### src/rtl/lcd_pkt_pkg.sv
// Shared types, LCD command bytes and hex-to-ASCII helper for the packet display.
// Used by lcd_pkt_display and lcd_byte_writer.
package lcd_pkt_pkg;

    typedef enum logic [1:0] {
        S_POWER_WAIT,
        S_INIT,
        S_IDLE,
        S_REFRESH
    } lcd_state_e;

    localparam logic [7:0] CMD_FUNC_SET = 8'h38;
    localparam logic [7:0] CMD_DISP_ON  = 8'h0C;
    localparam logic [7:0] CMD_ENTRY    = 8'h06;
    localparam logic [7:0] CMD_CLEAR    = 8'h01;
    localparam logic [7:0] CMD_LINE1    = 8'h80;
    localparam logic [7:0] CMD_LINE2    = 8'hC0;

    localparam int INIT_BYTES    = 4;
    localparam int REFRESH_BYTES = 34;

    function automatic logic [7:0] hex_to_ascii(input logic [3:0] nib);
        return (nib < 4'd10) ? (8'h30 + {4'h0, nib}) : (8'h37 + {4'h0, nib});
    endfunction

endpackage

### src/rtl/lcd_byte_writer.sv
// Writes one byte to an HD44780-style bus: setup, E pulse, then post-E hold wait.
// A one-cycle done pulse is raised when the hold wait expires; RS/DATA stay put afterwards.
module lcd_byte_writer
    import lcd_pkt_pkg::*;
#(
    parameter int SETUP_CYC      = 2,
    parameter int E_PULSE_CYC    = 12,
    parameter int CMD_WAIT_CYC   = 2500,
    parameter int CLEAR_WAIT_CYC = 100000
) (
    input  logic       clk,
    input  logic       rst_n,
    input  logic       start,
    input  logic       rs_in,
    input  logic [7:0] data_in,
    input  logic       clear_in,
    output logic       done,
    output logic       lcd_enb,
    output logic       lcd_rs,
    output logic [7:0] lcd_data
);

    typedef enum logic [1:0] {W_IDLE, W_SETUP, W_PULSE, W_HOLD} phase_e;

    phase_e      phase_q, phase_d;
    logic [31:0] cnt_q, cnt_d;
    logic        clear_q, clear_d;
    logic        enb_q, enb_d;
    logic        rs_q, rs_d;
    logic [7:0]  data_q, data_d;
    logic        done_q, done_d;
    logic [31:0] hold_lim;

    assign hold_lim = clear_q ? 32'(CLEAR_WAIT_CYC) : 32'(CMD_WAIT_CYC);

    always_comb begin
        phase_d = phase_q;
        cnt_d   = cnt_q + 32'd1;
        clear_d = clear_q;
        enb_d   = enb_q;
        rs_d    = rs_q;
        data_d  = data_q;
        done_d  = 1'b0;
        unique case (phase_q)
            W_IDLE: begin
                cnt_d = 32'd0;
                if (start) begin
                    rs_d    = rs_in;
                    data_d  = data_in;
                    clear_d = clear_in;
                    phase_d = W_SETUP;
                end
            end
            W_SETUP: begin
                if (cnt_q + 32'd1 >= 32'(SETUP_CYC)) begin
                    enb_d   = 1'b1;
                    cnt_d   = 32'd0;
                    phase_d = W_PULSE;
                end
            end
            W_PULSE: begin
                if (cnt_q + 32'd1 >= 32'(E_PULSE_CYC)) begin
                    enb_d   = 1'b0;
                    cnt_d   = 32'd0;
                    phase_d = W_HOLD;
                end
            end
            W_HOLD: begin
                if (cnt_q + 32'd1 >= hold_lim) begin
                    done_d  = 1'b1;
                    cnt_d   = 32'd0;
                    phase_d = W_IDLE;
                end
            end
            default: phase_d = W_IDLE;
        endcase
    end

    // Reset drops E immediately, even mid-pulse.
    always_ff @(posedge clk or negedge rst_n) begin
        if (!rst_n) begin
            phase_q <= W_IDLE;
            cnt_q   <= 32'd0;
            clear_q <= 1'b0;
            enb_q   <= 1'b0;
            rs_q    <= 1'b0;
            data_q  <= 8'h00;
            done_q  <= 1'b0;
        end else begin
            phase_q <= phase_d;
            cnt_q   <= cnt_d;
            clear_q <= clear_d;
            enb_q   <= enb_d;
            rs_q    <= rs_d;
            data_q  <= data_d;
            done_q  <= done_d;
        end
    end

    assign done     = done_q;
    assign lcd_enb  = enb_q;
    assign lcd_rs   = rs_q;
    assign lcd_data = data_q;

endmodule

### src/rtl/lcd_pkt_display.sv
// Shows src/dst/payload of an accepted update on a 2x16 character LCD.
// Define LCD_PKT_CNT_EN to add a 12-bit handshake counter on line 2, columns 12-15.
module lcd_pkt_display
    import lcd_pkt_pkg::*;
#(
    parameter int ADDR_W         = 4,
    parameter int PAY_W          = 8,
    parameter int POWER_WAIT_CYC = 750000,
    parameter int SETUP_CYC      = 2,
    parameter int E_PULSE_CYC    = 12,
    parameter int CMD_WAIT_CYC   = 2500,
    parameter int CLEAR_WAIT_CYC = 100000
) (
    input  logic              clk,
    input  logic              rst_n,
    input  logic              upd_valid,
    output logic              upd_ready,
    input  logic [ADDR_W-1:0] src_in,
    input  logic [ADDR_W-1:0] dst_in,
    input  logic [PAY_W-1:0]  payload_in,
    output logic              busy,
    output logic              lcd_enb,
    output logic              lcd_rs,
    output logic              lcd_rw,
    output logic [7:0]        lcd_data
);

    localparam int AD = (ADDR_W + 3) / 4;
    localparam int PD = PAY_W / 4;
    localparam logic [31:0] SRC_TAG = "SRC:";
    localparam logic [39:0] DST_TAG = " DST:";
    localparam logic [31:0] PAY_TAG = "PAY:";

    lcd_state_e        state_q, state_d;
    logic [31:0]       pw_cnt_q, pw_cnt_d;
    logic [5:0]        idx_q, idx_d;
    logic              pending_q, pending_d;
    logic              ready_q, ready_d;
    logic              busy_q, busy_d;
    logic [ADDR_W-1:0] src_q, src_d;
    logic [ADDR_W-1:0] dst_q, dst_d;
    logic [PAY_W-1:0]  pay_q, pay_d;
`ifdef LCD_PKT_CNT_EN
    logic [11:0]       pkt_cnt_q, pkt_cnt_d;
`endif

    logic       wr_start;
    logic       wr_rs;
    logic [7:0] wr_data;
    logic       wr_clear;
    logic       wr_done;
    logic [5:0] last_idx;

    function automatic logic [7:0] line1_char(input int col, input logic [7:0] s, input logic [7:0] d);
        logic [7:0] ch;
        ch = 8'h20;
        if (col < 4)
            ch = SRC_TAG[8*(3-col) +: 8];
        else if (col < 4 + AD)
            ch = hex_to_ascii(s[4*(AD-1-(col-4)) +: 4]);
        else if (col < 9 + AD)
            ch = DST_TAG[8*(4-(col-4-AD)) +: 8];
        else if (col < 9 + 2*AD)
            ch = hex_to_ascii(d[4*(AD-1-(col-9-AD)) +: 4]);
        return ch;
    endfunction

    function automatic logic [7:0] line2_char(input int col, input logic [31:0] p);
        logic [7:0] ch;
        ch = 8'h20;
        if (col < 4)
            ch = PAY_TAG[8*(3-col) +: 8];
        else if (col < 4 + PD)
            ch = hex_to_ascii(p[4*(PD-1-(col-4)) +: 4]);
        return ch;
    endfunction

    assign last_idx = (state_q == S_INIT) ? 6'(INIT_BYTES - 1) : 6'(REFRESH_BYTES - 1);

    always_comb begin
        state_d   = state_q;
        pw_cnt_d  = pw_cnt_q;
        idx_d     = idx_q;
        pending_d = pending_q;
        src_d     = src_q;
        dst_d     = dst_q;
        pay_d     = pay_q;
        wr_start  = 1'b0;
`ifdef LCD_PKT_CNT_EN
        pkt_cnt_d = pkt_cnt_q;
`endif
        unique case (state_q)
            S_POWER_WAIT: begin
                if (pw_cnt_q + 32'd1 >= 32'(POWER_WAIT_CYC)) begin
                    pw_cnt_d = 32'd0;
                    idx_d    = 6'd0;
                    state_d  = S_INIT;
                end else begin
                    pw_cnt_d = pw_cnt_q + 32'd1;
                end
            end
            // Issue one byte, then wait for its done pulse before advancing.
            S_INIT, S_REFRESH: begin
                if (pending_q) begin
                    if (wr_done) begin
                        pending_d = 1'b0;
                        if (idx_q == last_idx) begin
                            idx_d   = 6'd0;
                            state_d = S_IDLE;
                        end else begin
                            idx_d = idx_q + 6'd1;
                        end
                    end
                end else begin
                    wr_start  = 1'b1;
                    pending_d = 1'b1;
                end
            end
            S_IDLE: begin
                if (upd_valid && ready_q) begin
                    src_d   = src_in;
                    dst_d   = dst_in;
                    pay_d   = payload_in;
                    idx_d   = 6'd0;
                    state_d = S_REFRESH;
`ifdef LCD_PKT_CNT_EN
                    pkt_cnt_d = pkt_cnt_q + 12'd1;
`endif
                end
            end
            default: state_d = S_POWER_WAIT;
        endcase
        ready_d = (state_d == S_IDLE);
        busy_d  = (state_d != S_IDLE);
    end

    // Byte selection: init command table, or the refresh line image.
    always_comb begin
        wr_rs   = 1'b0;
        wr_data = 8'h00;
        if (state_q == S_INIT) begin
            case (idx_q)
                6'd0:    wr_data = CMD_FUNC_SET;
                6'd1:    wr_data = CMD_DISP_ON;
                6'd2:    wr_data = CMD_ENTRY;
                default: wr_data = CMD_CLEAR;
            endcase
        end else if (idx_q == 6'd0) begin
            wr_data = CMD_LINE1;
        end else if (idx_q <= 6'd16) begin
            wr_rs   = 1'b1;
            wr_data = line1_char(int'(idx_q) - 1, 8'(src_q), 8'(dst_q));
        end else if (idx_q == 6'd17) begin
            wr_data = CMD_LINE2;
        end else begin
            wr_rs   = 1'b1;
            wr_data = line2_char(int'(idx_q) - 18, 32'(pay_q));
`ifdef LCD_PKT_CNT_EN
            if (idx_q == 6'd30)
                wr_data = 8'h23;
            else if (idx_q > 6'd30)
                wr_data = hex_to_ascii(pkt_cnt_q[4*(33-int'(idx_q)) +: 4]);
`endif
        end
        wr_clear = !wr_rs && (wr_data == CMD_CLEAR);
    end

    always_ff @(posedge clk or negedge rst_n) begin
        if (!rst_n) begin
            state_q   <= S_POWER_WAIT;
            pw_cnt_q  <= 32'd0;
            idx_q     <= 6'd0;
            pending_q <= 1'b0;
            ready_q   <= 1'b0;
            busy_q    <= 1'b1;
            src_q     <= '0;
            dst_q     <= '0;
            pay_q     <= '0;
`ifdef LCD_PKT_CNT_EN
            pkt_cnt_q <= 12'd0;
`endif
        end else begin
            state_q   <= state_d;
            pw_cnt_q  <= pw_cnt_d;
            idx_q     <= idx_d;
            pending_q <= pending_d;
            ready_q   <= ready_d;
            busy_q    <= busy_d;
            src_q     <= src_d;
            dst_q     <= dst_d;
            pay_q     <= pay_d;
`ifdef LCD_PKT_CNT_EN
            pkt_cnt_q <= pkt_cnt_d;
`endif
        end
    end

    lcd_byte_writer #(
        .SETUP_CYC      (SETUP_CYC),
        .E_PULSE_CYC    (E_PULSE_CYC),
        .CMD_WAIT_CYC   (CMD_WAIT_CYC),
        .CLEAR_WAIT_CYC (CLEAR_WAIT_CYC)
    ) u_writer (
        .clk      (clk),
        .rst_n    (rst_n),
        .start    (wr_start),
        .rs_in    (wr_rs),
        .data_in  (wr_data),
        .clear_in (wr_clear),
        .done     (wr_done),
        .lcd_enb  (lcd_enb),
        .lcd_rs   (lcd_rs),
        .lcd_data (lcd_data)
    );

    assign upd_ready = ready_q;
    assign busy      = busy_q;
    assign lcd_rw    = 1'b0;

endmodule

### config.mk
export PLATFORM = sky130hd
export DESIGN_NAME = lcd_pkt_display
export DESIGN_NICKNAME = d
export VERILOG_FILES = /design/src/rtl/lcd_pkt_pkg.sv /design/src/rtl/lcd_byte_writer.sv /design/src/rtl/lcd_pkt_display.sv
export SDC_FILE = /design/constraint.sdc
export NUM_CORES = 1
export LEC_CHECK = 0
export CELL_PAD_IN_SITES_DETAIL_PLACEMENT = 1
export CELL_PAD_IN_SITES_GLOBAL_PLACEMENT = 1
export CORE_MARGIN = 8
export CORE_UTILIZATION = 51
export DETAILED_ROUTE_END_ITERATION = 16
export PLACE_DENSITY_LB_ADDON = 0.08
export SETUP_SLACK_MARGIN = 0.05
export SLEW_MARGIN = 20
export SYNTH_ARGS = -nofsm -noshare
export SYNTH_HDL_FRONTEND = slang
export SYNTH_SLANG_ARGS = --single-unit
export TNS_END_PERCENT = 50
### constraint.sdc
create_clock -name clk -period 5.8 [get_ports clk]
set_input_delay 0.87 -clock clk [delete_from_list [all_inputs] [get_ports clk]]
set_output_delay 0.87 -clock clk [all_outputs]
set_load 0.05 [all_outputs]
# --- Yosys cells after proc, flatten, opt, wreduce, memory -nomap -nowiden ---
# Index checks and enable logic that the tools add are counted.
op_classes:
  n_bitwise: 0
  muxes: 51
  n_div: 0
  n_addsub: 22
  n_shift: 6
  magnitude_cmp: 14
  eq_ne: 21
  multipliers: 0
  reduce_logical: 13
op_table:
  columns: ["operator", "n"]
  rows:
  - ["2-to-1 mux 32 bit", 4]
  - ["one-hot mux 32 bit (4 select lines)", 1]
  - ["adder 32 x 1 -> 32 bit, second input constant", 2]
  - ["2-to-1 mux 8 bit", 8]
  - ["indexed part select 32 x 11 -> 8 bit, first input constant", 2]
  - ["adder 6 x 4 -> 7 bit, first input constant", 6]
  - ["indexed part select 40 x 13 -> 8 bit, first input constant", 1]
  - ["2-to-1 mux 6 bit", 6]
  - ["one-hot mux 6 bit (3 select lines)", 2]
  - ["2-to-1 mux 7 bit", 5]
  - [">= comparator 32 x 2 -> 1 bit, second input constant", 1]
  - [">= comparator 32 x 20 -> 1 bit, second input constant", 1]
  - [">= comparator 32 bit", 1]
  - [">= comparator 32 x 4 -> 1 bit, second input constant", 1]
  - ["indexed part select 32 x 11 -> 4 bit", 1]
  - ["indexed part select 8 x 32 -> 4 bit", 1]
  - ["less-than comparator 7 x 4 -> 1 bit, second input constant", 4]
  - ["2-to-1 mux 2 bit", 9]
  - ["subtractor 8 x 2 -> 9 bit, second input constant", 2]
  - ["2-to-1 mux 17 bit", 1]
  - ["subtractor 3 x 7 -> 8 bit, first input constant", 2]
  - ["subtractor 7 x 4 -> 8 bit, second input constant", 2]
  - ["less-than comparator 7 x 5 -> 1 bit, second input constant", 2]
  - ["less-than comparator 4 bit, second input constant", 3]
  - ["other kinds (32)", 59]
word_totals:
  mem_bits_ro: 0
  inputBits: 19
  output_inout_bits: 13
  ram_bits: 0
  latchBits: 0
  memories: 0
  word_cells: 143
  regBits: 105

# --- Longest topological paths before layout ---
logic_depth:
  depth_word: 16
  ltp_mapped: 16
  mapped_depth_nobuf: 15

# --- Cells and area by module ---
# Synthesis repeated with hierarchy kept, for this count alone.
hier_totals:
  hier_cells: 819
  hier_area_um2: 7403.4
modules_own_cells:
  columns: ["mod", "n_inst", "area_each_um2", "cells_per_inst", "seq_area_each_um2"]
  rows:
  - ["lcd_pkt_display", 1, 4689.5, 565, 1477.7]
  - ["lcd_byte_writer", 1, 2713.9, 254, 1151.1]

# --- Least setup slack after synthesis ---
# OpenSTA, ideal clock, no wires.
synth_path:
  path_type: "reg2reg"
  startpoint: "register idx_q[0]"
  endpoint: "register u_writer.data_q[4] (netlist: u_writer.lcd_data[4])"
  setup_ps: 77
  t_required_ps: 5723
  n_path_buf: 1
  arrival_time_ps: 3495
  path_slack_ps: 2228
  stages_incl_launch_ff: 14
  period_less_slack_ps: 3572
  path_cell_list: "dfrtp_1 -> clkbuf_1 -> clkinv_1 -> ha_1 -> xnor2_1 -> inv_1 -> ha_1 -> a21oi_1 -> xnor3_1 -> nand3_1 -> a21oi_1 -> o21ai_0 -> a311o_1 -> a21oi_1"
synth_between:
  elab_chain_len: 14
  word_cells_on_any_way: 53
  cone_classes: "19 x add/sub; 10 x order compare; 3 x eq/ne; 6 x shift; 14 x mux; 1 x reduce/logical"
synth_rtl:
  columns: ["item", "line_no", "text"]
  rows:
  - ["from (decl)", "lcd_pkt_display.sv:36", "logic [5:0] idx_q, idx_d;"]
  - ["from (signal assigned)", "lcd_pkt_display.sv:185", "idx_q <= idx_d;"]
  - ["subtractor 6 x 1 -> 7 bit", "lcd_pkt_display.sv:152", "wr_data = line1_char(int'(idx_q) - 1, 8'(src_q), 8'(dst_q));"]
  - ["subtractor 7 x 5 -> 8 bit", "lcd_pkt_display.sv:64", "ch = hex_to_ascii(d[4*(AD-1-(col-9-AD)) +: 4]);"]
  - ["subtractor 8 x 2 -> 9 bit", "lcd_pkt_display.sv:64", null]
  - ["subtractor 1 x 9 -> 10 bit", "lcd_pkt_display.sv:64", null]
  - ["indexed part select 8 x 12 -> 4 bit", "lcd_pkt_display.sv:64", null]
  - ["adder 6 x 4 -> 7 bit or less-than comparator 4 bit (tied branches)", "lcd_pkt_pkg.sv:23", "return (nib < 4'd10) ? (8'h30 + {4'h0, nib}) : (8'h37 + {4'h0, nib});"]
  - ["2-to-1 mux 7 bit", "lcd_pkt_pkg.sv:23", null]
  - ["2-to-1 mux 7 bit", "lcd_pkt_display.sv:63", "else if (col < 9 + 2*AD)"]
  - ["2-to-1 mux 8 bit", "lcd_pkt_display.sv:61", "else if (col < 9 + AD)"]
  - ["2-to-1 mux 8 bit", "lcd_pkt_display.sv:59", "else if (col < 4 + AD)"]
  - ["2-to-1 mux 8 bit", "lcd_pkt_display.sv:57", "if (col < 4)"]
  - ["2-to-1 mux 8 bit", "lcd_pkt_display.sv:150", "end else if (idx_q <= 6'd16) begin"]
  - ["2-to-1 mux 8 bit", "lcd_pkt_display.sv:148", "end else if (idx_q == 6'd0) begin"]
  - ["2-to-1 mux 8 bit (*)", "lcd_pkt_display.sv:141", "if (state_q == S_INIT) begin"]
  - ["to (signal assigned)", "lcd_byte_writer.sv:95", "data_q <= data_d;"]
  - ["to (decl)", "lcd_byte_writer.sv:30", "logic [7:0] data_q, data_d;"]
# Every way passes the cells marked *; elsewhere a longest branch is shown, timed or not.
# A chain may end at the register's enable or synchronous reset.

# --- Worst setup path after layout ---
layout_path:
  startpoint: "register pw_cnt_q[0]"
  endpoint: "register pw_cnt_q[10]"
layout_between:
  elab_chain_len: 3
layout_rtl:
  columns: ["item", "line_no", "text"]
  rows:
  - ["from (decl)", "lcd_pkt_display.sv:35", "logic [31:0] pw_cnt_q, pw_cnt_d;"]
  - ["from (signal assigned)", "lcd_pkt_display.sv:184", "pw_cnt_q <= pw_cnt_d;"]
  - ["adder 32 x 1 -> 32 bit (*)", "lcd_pkt_display.sv:94, lcd_pkt_display.sv:99", null]
  - [">= comparator 32 x 20 -> 1 bit", "lcd_pkt_display.sv:94", "if (pw_cnt_q + 32'd1 >= 32'(POWER_WAIT_CYC)) begin"]
  - ["2-to-1 mux 32 bit (*)", "lcd_pkt_display.sv:94", null]
# Marks and branches as above.

==> impl_metrics.toml <==
[route]
ant_nets = 0
drt_first_pass_iters = 4
wl_per_cell_microns = 19.8
avgViaCountPerCell = 6.31
vias = 6548
wirelength_microns = 20600
drcViolationCount = 0
drtIter0Drc = 305

[place]
place_inst = 1021
io_buffers = 30
place_congestion = 0.862
dp_hpwl_microns = 15200
place_ws_ns = 1.67

[timing]
fmax_mhz = 224
tns_ns = 0
finalWorstSetupSlack_ns = 1.34
setup_viol = 0
period_share_pct = 77.0
rsz0062_at_grt = "false"
fin_skew_ns = 0.00955
relSlewSlack_pct = 34.4
finalHoldViolations = 0
slew_violations = 0
min_period_ns = 4.46
tightest_slew_ns = 0.975

[finish]
stdcell_count = 1037
fillers = 1655
drive_gt1_share_pct = 6.65
seq_area_sq_um = 2630
diodes = 0
nNetsFinal = 909
syn_to_final_growth_pct = 9.97
utilization_pct = 57.6
multi_input_area_sq_um = 4370

[setup_path]
worst_r2r_endpoint = "pw_cnt_q[10]"
start_kind = "flip-flop"
crit_type = "reg2reg"
cp.required_ns = 6.04
rrSetupSlack_ns = 1.34
rr_worst_depth = 9
end_kind = "flip-flop"
r2r-start = "pw_cnt_q[0]"
cp_max_fo = 22
critPathArrivalTime_ns = 4.70

[global_routing]
overflow = 0
track_usage_pct = 23.1
grt_pass1_vias = 6863
antenna_found_initial = 0
grt_max_degree = 66
grt_pass1_wl_microns = 34900

[logic_synthesis]
synth-main-ff-cell = "dfrtp_1"
syn_inst = 834
avgSynthCellArea_sq_um = 8.71
yosysTopAreaCell = "dfrtp_1"
synth-seq-cells = 105
syn_area_sq_um = 7270
synth_seq_area_share_pct = 36.2
yosysWarnings = 0
synth_top_area_share_pct = 35.8
async_flop_share_pct = 100
yosysUniqueCellTypes = 79
synthTopCellsByArea = "dfrtp_1 36%, ha_1 6.5%, nand2_1 4.0%, xnor2_1 3.5%, nor2_1 3.2%"
synth_edf_count = 0

[clocking]
clk_latency_ns = 0.36
numCtsBuffers = 9
cts_tree = "yes"
ctsResizeCount = 0
clk_path_buf_depth = 2
cts-root-buf = "clkbuf_16"
holdBufCountCts = 0
clk_transition_reported_paths_ns = 0.08
cts_sinks = 105
post-cts-setup-buffers = 0
h-tree-depth = 3

[floorplanning]
design.die.area_sq_um = 18300
die_h_microns = 135
die_w_microns = 135
rows = 43
num_io_pins = 32
core_area_sq_um = 13900
start_util_pct = 52.4

[pwr]
power.leakage_nw = 3.30
ir_worst_vdd_mv = 0.209
power_density_nw_per_um2 = 415

[flow_run]
drv_cap = 0

[status]
status = "finished, final reports clean"

[min_path]
min_path_cells = 2
hold_class = "reg2reg"
hold_path_end = "u_writer.lcd_data[7]"
holdCritStartpoint = "u_writer.lcd_data[7]"
==> power by group <==
part           total, mW  internal [mW]  leakage (nW)  switching, mW
registers          0.963          0.818          1.39          0.145
logic               1.74          0.623          1.77           1.12
clock network      0.611          0.313         0.140          0.298
==> synthesized netlist by cell type (all sizes together) (13+ instances only) <==
cell type,number
a21oi,30
a31oi,22
and2,21
and3,15
clkbuf,32
dfrtp,104
ha,38
inv,39
mux2,19
nand2,78
nand3,35
nand4,32
nor2,62
nor3,20
nor4,20
o21ai,40
o22ai,13
xnor2,29
==> worst max-delay path: stages, from the launching register on <==
cell and delay [ns]:
dfrtp_1 0.45, ha_1 0.34, nand4_1 0.29, nor3_1 0.51, nand4_1 0.20, a2111oi_0 0.75, o2bb2ai_1 0.19, and4bb_2 0.69
nand3_2 0.46, o311ai_0 0.45
==> worst max-delay path by stage <==
stage | from | to | slack (ns) | cells past startpoint
after floorplan | idx_q[0] | u_writer.lcd_data[4] | 2.23 | 13
after global placement | pw_cnt_q[0] | pw_cnt_q[10] | 2.01 | 9
after detailed placement | pw_cnt_q[0] | pw_cnt_q[14] | 1.67 | 9
after CTS | pw_cnt_q[0] | pw_cnt_q[10] | 1.44 | 9
after global routing | pw_cnt_q[0] | pw_cnt_q[10] | 1.02 | 9
final | pw_cnt_q[0] | pw_cnt_q[10] | 1.34 | 9
==> placed cells by master (no fill, tap or decap), types with 7 or more instances in the layout <==
cell             synthesis  routed
a211oi_1                10      10
a21oi_1                 30      30
a31oi_1                 22      22
and2_1                  21      21
and3_1                  15      15
and4_1                   8       8
clkbuf_16                0       9
clkdlybuf4s50_1          0      29
conb_1                   1      16
dfrtp_1                104     104
ha_1                    38      38
inv_1                   39      39
mux2_2                  19      19
mux2i_1                 11      11
nand2_1                 78      78
nand2b_1                11      11
nand3_1                 34      34
nand4_1                 31      31
nor2_1                  62      62
nor3_1                  20      20
nor4_1                  20      20
o211ai_1                 7       7
o21ai_0                 39      39
o22ai_1                 13      13
o31ai_1                  8       8
or3_1                   10      10
or4_1                   10      10
xnor2_1                 29      29
==> metal layers <==
metal	up-vias	routed length, microns	GRT usage [%]
met2	100	10500	40.2
met5	-	0	0
li1	3105	-	-
met4	0	195	4.63
met1	3326	9220	29.4
met3	17	645	3.86
==> cell families after synthesis <==
logic type               share of synthesized area (%)
AND/OR/NAND/NOR                                   25.4
AO/OA/AOI/OAI                                     18.2
flip-flops                                        36.2
buffers and inverters                             4.53
adder cells (fa/ha/maj)                           6.68
XOR/XNOR                                          4.53
multiplexers                                      4.46
other                                           0.0516
==> flip-flops by register name (all words and copies together), names as in the netlist, 2 cells and up <==
name / flops
pay_q: 8
src_q: 4
dst_q: 4
pw_cnt_q: 32
u_writer.cnt_q: 32
state_q: 2
u_writer.lcd_data: 8
u_writer.phase_q: 2
idx_q: 6
==> per-stage QoR <==
stage | area, sq um | hold WS, ns | total power, mW
after floorplan | 7320 | 0.471 | 2.18
after global placement | 7700 | 0.454 | 2.64
after detailed placement | 7700 | 0.465 | 2.69
after CTS | 7990 | 0.484 | 3.32
after global routing | 7990 | 0.502 | 3.56
final | 7990 | 0.478 | 3.31
==> layout make-up <==
class | count | area share [%]
multi-input cells | 662 | 54.6
flip-flops and latches | 105 | 32.9
repair buffers | 34 | 4.10
clock buffers | 10 | 2.99
well taps | 180 | 2.82
inverters | 40 | 1.88
clock inverters | 6 | 0.689
(Power assumes the default switching activity.)
